File: src/rtl/output_mem_readout.sv
// output_mem_readout: reads back one BX worth of output-memory entries after a
// done pulse and emits them as a framed stream (valid/first/last/BX) together
// with a per-BX word count, XOR checksum and overflow flag.
module output_mem_readout #(
   parameter int unsigned WIDTH      = 36,
   parameter int unsigned ADD_SIZE   = 6,
   parameter int unsigned RD_LATENCY = 2,
   parameter int unsigned TMUX       = 64
) (
   input  logic                clk,
   input  logic                reset,
   input  logic                en_proc,
   input  logic [2:0]          BX,
   input  logic [1:0]          start,
   output logic [1:0]          done,
   input  logic [5:0]          number_in,
   output logic [ADD_SIZE:0]   read_add,
   input  logic [WIDTH-1:0]    data_in,
   output logic [WIDTH-1:0]    data_out,
   output logic                valid_out,
   output logic                first_out,
   output logic                last_out,
   output logic [2:0]          bx_out,
   output logic [5:0]          word_count,
   output logic [WIDTH-1:0]    checksum,
   output logic                overflow,
   output logic                err_busy
);

   localparam int unsigned CNT_W    = 6;
   localparam int unsigned PW       = RD_LATENCY + 1;
   localparam int unsigned MAX_READ = TMUX - RD_LATENCY - 2;
   // Pipe stages strictly below RD_LATENCY-1; once these are empty the last
   // word is at most one cycle from its tap, so DONE lines up with it.
   localparam logic [PW-1:0] DRAIN_MASK = PW'((1 << (RD_LATENCY - 1)) - 1);

   typedef enum logic [1:0] {S_IDLE, S_READ, S_DRAIN, S_DONE} state_t;

   state_t            r_state;
   logic [CNT_W-1:0]  r_n;
   logic [CNT_W-1:0]  r_index;
   logic              r_page;
   logic [PW-1:0]     r_vpipe;
   logic [PW-1:0]     r_fpipe;
   logic [PW-1:0]     r_lpipe;
   logic              r_done0;
   logic              r_done1;

   logic              w_ovf;
   logic [CNT_W-1:0]  w_n;
   logic [CNT_W-1:0]  w_last_idx;
   logic              w_drain_ok;
   logic              w_accept;
   logic              w_vtap;

   assign w_ovf      = 32'(number_in) > MAX_READ;
   assign w_n        = w_ovf ? CNT_W'(MAX_READ) : number_in;
   assign w_last_idx = r_n - CNT_W'(1);
   assign w_drain_ok = (r_vpipe & DRAIN_MASK) == '0;
   assign w_accept   = (r_state == S_IDLE) && start[0] && !start[1] && en_proc;
   assign w_vtap     = r_vpipe[RD_LATENCY];

   assign done = {r_done1, r_done0};

   // Sync-clear echo: done[1] follows start[1] by one cycle.
   always_ff @(posedge clk or posedge reset) begin
      if (reset) begin
         r_done1 <= 1'b0;
      end else begin
         r_done1 <= start[1];
      end
   end

   // Readout FSM: address generation, valid/first/last tracking, BX summary latch.
   always_ff @(posedge clk or posedge reset) begin
      if (reset) begin
         r_state  <= S_IDLE;
         r_n      <= '0;
         r_index  <= '0;
         r_page   <= 1'b0;
         r_vpipe  <= '0;
         r_fpipe  <= '0;
         r_lpipe  <= '0;
         r_done0  <= 1'b0;
         read_add <= '0;
         bx_out   <= '0;
         overflow <= 1'b0;
         err_busy <= 1'b0;
      end else if (start[1]) begin
         r_state  <= S_IDLE;
         r_n      <= '0;
         r_index  <= '0;
         r_page   <= 1'b0;
         r_vpipe  <= '0;
         r_fpipe  <= '0;
         r_lpipe  <= '0;
         r_done0  <= 1'b0;
         read_add <= '0;
         bx_out   <= '0;
         overflow <= 1'b0;
         err_busy <= 1'b0;
      end else begin
         r_done0 <= 1'b0;
         r_vpipe <= {r_vpipe[RD_LATENCY-1:0], 1'b0};
         r_fpipe <= {r_fpipe[RD_LATENCY-1:0], 1'b0};
         r_lpipe <= {r_lpipe[RD_LATENCY-1:0], 1'b0};
         if (start[0] && (r_state != S_IDLE)) begin
            err_busy <= 1'b1;
         end
         if (!en_proc) begin
            r_state <= S_IDLE;
            r_vpipe <= '0;
            r_fpipe <= '0;
            r_lpipe <= '0;
         end else begin
            case (r_state)
               S_IDLE: begin
                  if (start[0]) begin
                     r_n      <= w_n;
                     r_page   <= BX[0];
                     bx_out   <= BX;
                     overflow <= w_ovf;
                     if (w_n == '0) begin
                        r_state <= S_DONE;
                     end else begin
                        // Address 0 goes out on the accepting edge to keep the
                        // whole readout inside one TMUX period.
                        read_add <= {BX[0], ADD_SIZE'(0)};
                        r_vpipe  <= {r_vpipe[RD_LATENCY-1:0], 1'b1};
                        r_fpipe  <= {r_fpipe[RD_LATENCY-1:0], 1'b1};
                        r_lpipe  <= {r_lpipe[RD_LATENCY-1:0], (w_n == CNT_W'(1))};
                        r_index  <= CNT_W'(1);
                        r_state  <= (w_n == CNT_W'(1)) ? S_DRAIN : S_READ;
                     end
                  end
               end
               S_READ: begin
                  read_add <= {r_page, ADD_SIZE'(r_index)};
                  r_vpipe  <= {r_vpipe[RD_LATENCY-1:0], 1'b1};
                  r_lpipe  <= {r_lpipe[RD_LATENCY-1:0], (r_index == w_last_idx)};
                  r_index  <= r_index + CNT_W'(1);
                  if (r_index == w_last_idx) begin
                     r_state <= S_DRAIN;
                  end
               end
               S_DRAIN: begin
                  if (w_drain_ok) begin
                     r_state <= S_DONE;
                  end
               end
               S_DONE: begin
                  r_done0 <= 1'b1;
                  r_state <= S_IDLE;
               end
               default: r_state <= S_IDLE;
            endcase
         end
      end
   end

   // Output stream register plus running word count and checksum.
   always_ff @(posedge clk or posedge reset) begin
      if (reset) begin
         data_out   <= '0;
         valid_out  <= 1'b0;
         first_out  <= 1'b0;
         last_out   <= 1'b0;
         word_count <= '0;
         checksum   <= '0;
      end else if (start[1]) begin
         data_out   <= '0;
         valid_out  <= 1'b0;
         first_out  <= 1'b0;
         last_out   <= 1'b0;
         word_count <= '0;
         checksum   <= '0;
      end else if (!en_proc) begin
         data_out   <= '0;
         valid_out  <= 1'b0;
         first_out  <= 1'b0;
         last_out   <= 1'b0;
      end else begin
         valid_out <= w_vtap;
         first_out <= w_vtap & r_fpipe[RD_LATENCY];
         last_out  <= w_vtap & r_lpipe[RD_LATENCY];
         data_out  <= w_vtap ? data_in : '0;
         if (w_accept) begin
            word_count <= '0;
            checksum   <= '0;
         end else if (w_vtap) begin
            word_count <= word_count + CNT_W'(1);
            checksum   <= checksum ^ data_in;
         end
      end
   end

endmodule
File: config.mk
export PLATFORM = sky130hd
export DESIGN_NAME = output_mem_readout
export DESIGN_NICKNAME = d
export VERILOG_FILES = /design/src/rtl/output_mem_readout.sv
export SDC_FILE = /design/constraint.sdc
export NUM_CORES = 1
export LEC_CHECK = 0
export ABC_AREA = 1
export CORE_MARGIN = 8
export CORE_UTILIZATION = 45
export CTS_BUF_LIST = sky130_fd_sc_hd__clkbuf_4 sky130_fd_sc_hd__clkbuf_8
export DETAILED_ROUTE_END_ITERATION = 7
export PLACE_DENSITY_LB_ADDON = 0.3
export RECOVER_POWER = 100
export SYNTH_ARGS = -nofsm -noshare
export SYNTH_HDL_FRONTEND = slang
export SYNTH_SLANG_ARGS = --single-unit
export TNS_END_PERCENT = 30
File: constraint.sdc
create_clock -name clk -period 5.42 [get_ports clk]
set_input_delay 1.084 -clock clk [delete_from_list [all_inputs] [get_ports clk]]
set_output_delay 1.084 -clock clk [all_outputs]
set_load 0.01 [all_outputs]
==> out/results.txt, run 1 <==
Outcome: complete, no violations
Via count: 4165
Hold Slack: 462 ps
Worst setup path class: in2reg
Main synth FF type: dfrtp_1
Most frequent cells in the layout: dfrtp_1 (118), inv_1 (110), dlygate4sd3_1 (97)
Filler Cell Count: 963
Reg-to-reg slack, setup: 3250 ps
Clock period minus worst slack: 3590 ps
I/O pin total: 145
Final hold vios: 0
Worst-Margin Slew: 1470 ps
Max cap viols: 0
Final Setup Violations: 0
Worst-case clock buffer depth: 2
Area growth from synthesis to layout: 36.1%
FMAX: 279 MHz
RD Place Congestion: 0.931
Final Net Count: 751
Routed WL: 12.6 mm
Critical Path Sink: data_out[32]
Req. time, crit path: 5690 ps
Seq/Total Area, Yosys: 0.575
Slew headroom: 0.0214
Power density over the cells: 257 nW/um2
Avg Inst Size Synth: 9.36 um2
Peak supply drop: 134 uV
Placed inst area: 6640 um2
Place WS: 2010 ps
Worst R2R Start: r_state[0]
R2R depth: 10
Setup TNS: 0 ps
Via/cell ratio: 4.90
# resized after CTS: 0
CORE AREA: 11300 um2
Slowest cell delay on critical path: 820 ps
RSZ-0062 raised after global routing: no
Synth cell types: 26
Number of synthesized flops with an enable pin: 0
Largest net degree at the start of global routing: 92
Final Cycle Share: 0.662
Final Cell Area: 6980 um2
Worst-path cell chain: dlygate4sd3_1, inv_1, nand2_1, nor2_1, inv_1, clkbuf_1, nor2_1
Vias in the first global route: 4091
Worst R2R End: r_index[2]
DR iter-0 viols: 403
Max-slew violations: 0
Ratio of cells with drive above 1 in the final layout: 0.0537
Crit path arrival time: 3850 ps
DRC: 0
Commonest non-fill, non-tap cell in the layout: dfrtp_1
Syn Nets: 605
Initial core utilization: 0.455
Static leakage: 0.00359 uW
HP Class: reg2reg
CP Max Fanout: 20
Clock Skew: 11.3 ps
CP max stage cell: dlygate4sd3_1
Die height: 123 um
Die Wd: 123 um
H-tree depth: 4
Avg WL per Cell: 14.9 um
Drt pass-1 iters: 5
Detailed-placement wirelength estimate: 9.24 mm
CP startpoint kind: input port
#FFs+latches synth: 118
Die ar.: 15100 um2
Reg clk slew, reported paths: 70 ps
Setup crit start: start[1]
TritonCTS clock tree: built
Fin worst setup slack: 1830 ps
Synthesized cell area: 5130 um2
Async set-or-reset flop fraction in the synthesized netlist: 1.00
CTS Buf Count: 17
CTS Hold Buffers Added: 0
Yosys warning total: 0
Clk Tree Root Cell: clkbuf_8
# rows: 39
First-pass GRT wire length: 20.1 mm
Grt ovf: 0
Gr usage total: 0.170
Kind of end point of the critical path: flip-flop
Total power draw: 1790 uW
DRT antenna net count: 0
Initial antenna violation count: 0
Clock Sinks: 118
Mapped Cells: 548
N_diodes: 0
Input/output buffers: 144
# Post-CTS Setup Buffers: 0
Clk_lat worst skew: 420 ps
[synth_stat cells, types with 6 or more instances]
master	n	area (um2)
nand2_1	72	270
nand3_1	28	140
nor2_1	69	259
o22ai_1	43	269
dfrtp_1	118	2950
xnor2_1	38	333
o21ai_0	10	50.1
ha_1	7	87.6
buf_2	6	30.0
o21ai_1	6	30.0
inv_1	109	409
buf_6	6	67.6
[stage by stage]
stage / util / cells
after floorplan: - / 548
after global placement: 0.589 / 818
after detailed placement: 0.589 / 818
after CTS: 0.621 / 850
after global routing: 0.619 / 850
final: 0.619 / 850
[cell families after synthesis]
kind of cell	Yosys count	synth area share
DFF	118	0.575
and+or+nand+nor	177	0.139
buffers and inverters	132	0.110
AOI/OAI and AO/OA	73	0.0875
adders and majority gates	7	0.0171
xor gates and xnor gates	41	0.0700
[layer usage]
| metal | wire length (um) | up-vias | track usage |
|---|---|---|---|
| met5 | 0 | - | 0 |
| met4 | 138 | 0 | 0.0564 |
| met3 | 1190 | 16 | 0.0557 |
| met2 | 6140 | 157 | 0.286 |
| met1 | 5150 | 2003 | 0.202 |
| li1 | - | 1989 | - |
[registers in the layout (all words and copies together) (netlist names)]
name        count
r_lpipe         3
first_out       1
r_done0         1
overflow        1
last_out        1
r_state         2
r_n             6
data_out       36
r_done1         1
word_count      6
valid_out       1
err_busy        1
bx_out          3
r_vpipe         3
read_add        7
checksum       36
r_fpipe         3
r_index         6
[worst min-delay path by stage]
stage / from / end / slack (ps) / depth (start not counted)
after global routing: r_lpipe[2] / last_out / 490 / 2
after floorplan: r_fpipe[2] / first_out / 450 / 2
after CTS: r_lpipe[2] / last_out / 470 / 2
final: r_lpipe[2] / last_out / 460 / 2
after global placement: r_fpipe[2] / first_out / 450 / 2
after detailed placement: r_lpipe[2] / last_out / 470 / 2
[report_power, final]
group / leakage (uW) / internal [uW] / switching, uW
sequential: 0.00164 / 893 / 10.2
combinational: 0.00176 / 72.5 / 97.7
clock: 0.000192 / 389 / 330
[layout make-up]
cell class | count | area (um2) | share of cell area
clock buffers | 23 | 279 | 0.0400
repair buffers | 147 | 1460 | 0.209
well taps | 143 | 179 | 0.0256
inverters | 112 | 423 | 0.0606
multi-input cells | 298 | 1610 | 0.231
flip-flops and latches | 118 | 2950 | 0.423
clock inverters | 9 | 80.1 | 0.0115
[critical path: cells and delay by family]
family                 cells  cell delay [ps]
buffers and inverters      4             2350
AND/OR/NAND/NOR            3              410
Note: power is estimated with default switching activity, not from simulation.
==> run 2: changes to the inputs <==
==> constraint.sdc (replaced) <==
create_clock -name clk -period 3.05 [get_ports clk]
set_input_delay 0.61 -clock clk [delete_from_list [all_inputs] [get_ports clk]]
set_output_delay 0.61 -clock clk [all_outputs]
set_load 0.01 [all_outputs]
==> run 2 against run 1 <==
- critical path type unchanged
- global-route usage grew 0.35 points
- core utilization grew 0.63 points
- largest cell class unchanged
- the flow now finishes with violations (max-capacitance violations, max-slew violations)
- register-to-register slack lost 2300 ps
- die area is the same
- clock skew shrank 2.5 ps
==> out/results.txt, run 2 (same netlist as run 1, synthesis figures left out) <==
Outcome: complete, but fails checks
Failing checks: max-capacitance violations, max-slew violations
Peak supply drop: 275 uV
Static leakage: 0.00362 uW
CTS Buf Count: 17
Largest registers: checksum x36, data_out x36, read_add x7
Power density over the cells: 477 nW/um2
Gr usage total: 0.174
Max-slew violations: 119
Drt pass-1 iters: 4
Fin worst setup slack: 530 ps
DRT antenna net count: 0
# rows: 39
H-tree depth: 4
CTS Hold Buffers Added: 0
RSZ-0062 raised after global routing: no
Final Cell Area: 7050 um2
Via/cell ratio: 4.84
Initial core utilization: 0.455
Clk_lat worst skew: 410 ps
Most frequent cells in the layout: dfrtp_1 (118), inv_1 (110), dlygate4sd3_1 (97)
Final Net Count: 754
Filler Cell Count: 935
Max cap viols: 1
First-pass GRT wire length: 20.5 mm
RD Place Congestion: 0.884
Slew headroom: -0.0529
Final Util: 0.626
Reg clk slew, reported paths: 70 ps
Clock period minus worst slack: 2520 ps
# resized after CTS: 0
N_diodes: 0
Kind of end point of the critical path: flip-flop
Worst-Margin Slew: 1580 ps
Commonest non-fill, non-tap cell in the layout: dfrtp_1
CP startpoint kind: input port
Die Wd: 123 um
Via count: 4124
Input/output buffers: 144
HP Class: reg2reg
Die height: 123 um
CORE AREA: 11300 um2
DR iter-0 viols: 295
Setup TNS: 0 ps
Worst R2R Start: r_state[1]
TritonCTS clock tree: built
Worst setup path class: in2reg
Final Setup Violations: 0
Worst-case clock buffer depth: 2
Total power draw: 3370 uW
Setup crit start: start[1]
I/O pin total: 145
Final hold vios: 0
DRC: 0
# Post-CTS Setup Buffers: 0
Place WS: 501 ps
Placed inst area: 6680 um2
Largest net degree at the start of global routing: 119
Req. time, crit path: 3360 ps
Die ar.: 15100 um2
Vias in the first global route: 4194
FMAX: 397 MHz
CP Max Fanout: 22
Ratio of cells with drive above 1 in the final layout: 0.0578
Clk Tree Root Cell: clkbuf_8
Initial antenna violation count: 0
Clock Sinks: 118
HP Start: r_lpipe[1]
Area growth from synthesis to layout: 37.5%
Routed WL: 12.8 mm
Detailed-placement wirelength estimate: 9.33 mm
Final Cycle Share: 0.826
Avg WL per Cell: 15.0 um
Grt ovf: 0
Crit path arrival time: 2830 ps
Clock Skew: 8.75 ps
[run 2: layer usage]
| metal | GRT usage | share of wire | vias up |
|---|---|---|---|
| met1 | 0.201 | 0.41 | 1951 |
| met4 | 0.0586 | 0.014 | 0 |
| li1 | - | - | 1996 |
| met5 | 0 | 0 | - |
| met2 | 0.298 | 0.50 | 161 |
| met3 | 0.0566 | 0.075 | 16 |
[run 2: worst paths after layout]
check | to | slack [ps] | cells after the start
min | r_lpipe[2] | 480 | 2
min in group asynchronous | data_out[21] | 1270 | 3
max | r_index[2] | 530 | 10
max in group asynchronous | last_out | 800 | 3
max reg2reg | word_count[1] | 990 | 7
min reg2reg | r_lpipe[2] | 480 | 2
[run 2: layout make-up]
type / instances / area (um2) / area share
multi-input cells: 298 / 1620 / 0.229
clock inverters: 10 / 129 / 0.0183
inverters: 112 / 424 / 0.0601
flip-flops and latches: 118 / 2950 / 0.419
well taps: 143 / 179 / 0.0254
clock buffers: 21 / 277 / 0.0392
repair buffers: 150 / 1480 / 0.209
[run 2: critical path, cell delays in order]
cell           delay (ps)
dlygate4sd3_1         540
clkbuf_1              420
nor2_1                130
nand2_1               120
a21boi_0              250
nand2_2               280
inv_1                 230
nand2_1                90
nor2_1                100
nor2_1                 50
[run 2: through the flow]
stage / std cells / hold WS [ps]
4_1_cts: 852 / 483
5_1_grt: 852 / 502
6_report: 852 / 477
3_5_place_dp: 821 / 466
2_1_floorplan: 548 / 448
3_3_place_gp: 821 / 450
[run 2: power by group]
part           leakage (uW)  switching, uW  internal (uW)
clock              0.000216            595            858
sequential          0.00164           18.6           1590
combinational       0.00177            177            131
==> run 3: changes to the inputs <==
==> constraint.sdc (replaced) <==
create_clock -name clk -period 2.4 [get_ports clk]
set_input_delay 0.48 -clock clk [delete_from_list [all_inputs] [get_ports clk]]
set_output_delay 0.48 -clock clk [all_outputs]
set_load 0.01 [all_outputs]
==> run 3 against run 2 <==
- the run now ends clean
- core utilization increased by 1.1 points
- hold slack got worse by 3.3 ps
- register-to-register slack got worse by 600 ps
- flip-flop and latch count unchanged
- total power increased by 33%
- critical endpoint is now word_count[5]
==> out/results.txt, run 3 (same netlist as run 1, synthesis figures left out) <==
Reg clk slew, reported paths: 70 ps
R2R depth: 8
DR iter-0 viols: 300
Power density over the cells: 624 nW/um2
TritonCTS clock tree: built
Worst setup path class: in2reg
Setup TNS: 0 ps
Initial antenna violation count: 0
Largest registers: checksum x36, data_out x36, read_add x7
Kind of end point of the critical path: flip-flop
Final Util: 0.637
HP Class: reg2reg
Finished Layout Cells: 856
Crit path arrival time: 2410 ps
Drt pass-1 iters: 5
Die ar.: 15100 um2
CTS Hold Buffers Added: 0
Final Cell Area: 7180 um2
Outcome: complete, no violations
Final hold vios: 0
CORE AREA: 11300 um2
Worst R2R Start: r_state[0]
H-tree depth: 4
Grt ovf: 0
# resized after CTS: 0
Ratio of cells with drive above 1 in the final layout: 0.0617
Initial core utilization: 0.455
Clk_lat worst skew: 420 ps
DRC: 0
Clk Tree Root Cell: clkbuf_8
Avg WL per Cell: 14.7 um
# rows: 39
Final Cycle Share: 0.864
Most frequent cells in the layout: dfrtp_1 (118), inv_1 (111), dlygate4sd3_1 (97)
Vias in the first global route: 4150
Die Wd: 123 um
Worst hold stages: 2
Placed inst area: 6740 um2
Placed insts: 824
Slowest cell delay on critical path: 590 ps
Via count: 4103
Worst-case clock buffer depth: 2
Largest net degree at the start of global routing: 119
Max cap viols: 0
Routed WL: 12.6 mm
CP Max Fanout: 39
Detailed-placement wirelength estimate: 9.22 mm
Worst-path cell chain: dlygate4sd3_1, inv_1, nand2_1, nor2_1, nand2_1, buf_12, inv_1, o21ai_0, o22ai_1
Gr usage total: 0.172
Setup crit start: start[1]
I/O pin total: 145
Req. time, crit path: 2740 ps
Hold Slack: 474 ps
Final Net Count: 757
CP max stage cell: dlygate4sd3_1
DRT antenna net count: 0
Worst-Margin Slew: 640 ps
N_diodes: 0
Commonest non-fill, non-tap cell in the layout: dfrtp_1
RSZ-0062 raised after global routing: no
Clock Sinks: 118
WP buf/inv: 4
RD Place Congestion: 0.873
FMAX: 482 MHz
First-pass GRT wire length: 20.3 mm
Crit path max-delay family: buffers and inverters
Final Setup Violations: 0
Area growth from synthesis to layout: 39.9%
CP startpoint kind: input port
HP Start: r_lpipe[2]
Max-slew violations: 0
Die height: 123 um
CTS Buf Count: 17
Input/output buffers: 144
Clock period minus worst slack: 2070 ps
Clock Skew: 9.79 ps
Static leakage: 0.00367 uW
Peak supply drop: 333 uV
Via/cell ratio: 4.79
CP Depth: 9
# Post-CTS Setup Buffers: 0
Slew headroom: 0.573
## run 3: final cells by class
cell class | instances | area [um2]
Sequential cell | 118 | 2950
Multi-Input combinational cell | 298 | 1620
Clock buffer | 21 | 289
Timing Repair Buffer | 153 | 1550
Fill cell | 913 | 4090
Clock inverter | 11 | 170
Inverter | 112 | 422
Tap cell | 143 | 179
## run 3: stage by stage
step / total power (uW) / setup WS (ps)
finish: 4480 / 326
detailed placement: 2490 / 221
global placement: 2480 / 290
CTS: 4550 / 451
global route: 4680 / 212
floorplan: 2300 / 479
## run 3: worst paths after layout
kind / to / slack, ps
hold reg to reg: last_out / 470
setup reg to reg: word_count[3] / 390
hold / removal: last_out / 470
setup / recovery: word_count[5] / 330
min in group asynchronous: data_out[27] / 680
max in group asynchronous: data_out[33] / 1220
## run 3: worst register-to-register path: stages, from the launching register on
cell and delay (ps):
dfrtp_1 430, inv_1 110, ha_1 280, nand2_1 120, inv_1 210, nand2_2 160, o211ai_4 270, buf_12 210
o21ai_0 100
## run 3: where the power goes
part	total, uW	switching (uW)	internal [uW]
clock network	2030	790	1240
registers	2040	22.7	2020
logic	405	225	179
total	4480	1040	3440
## run 3: routing by layer
layer | track usage | wire [um]
met1 | 0.193 | 5030
met2 | 0.297 | 6400
met4 | 0.0678 | 168
met5 | 0 | 0
met3 | 0.0547 | 984
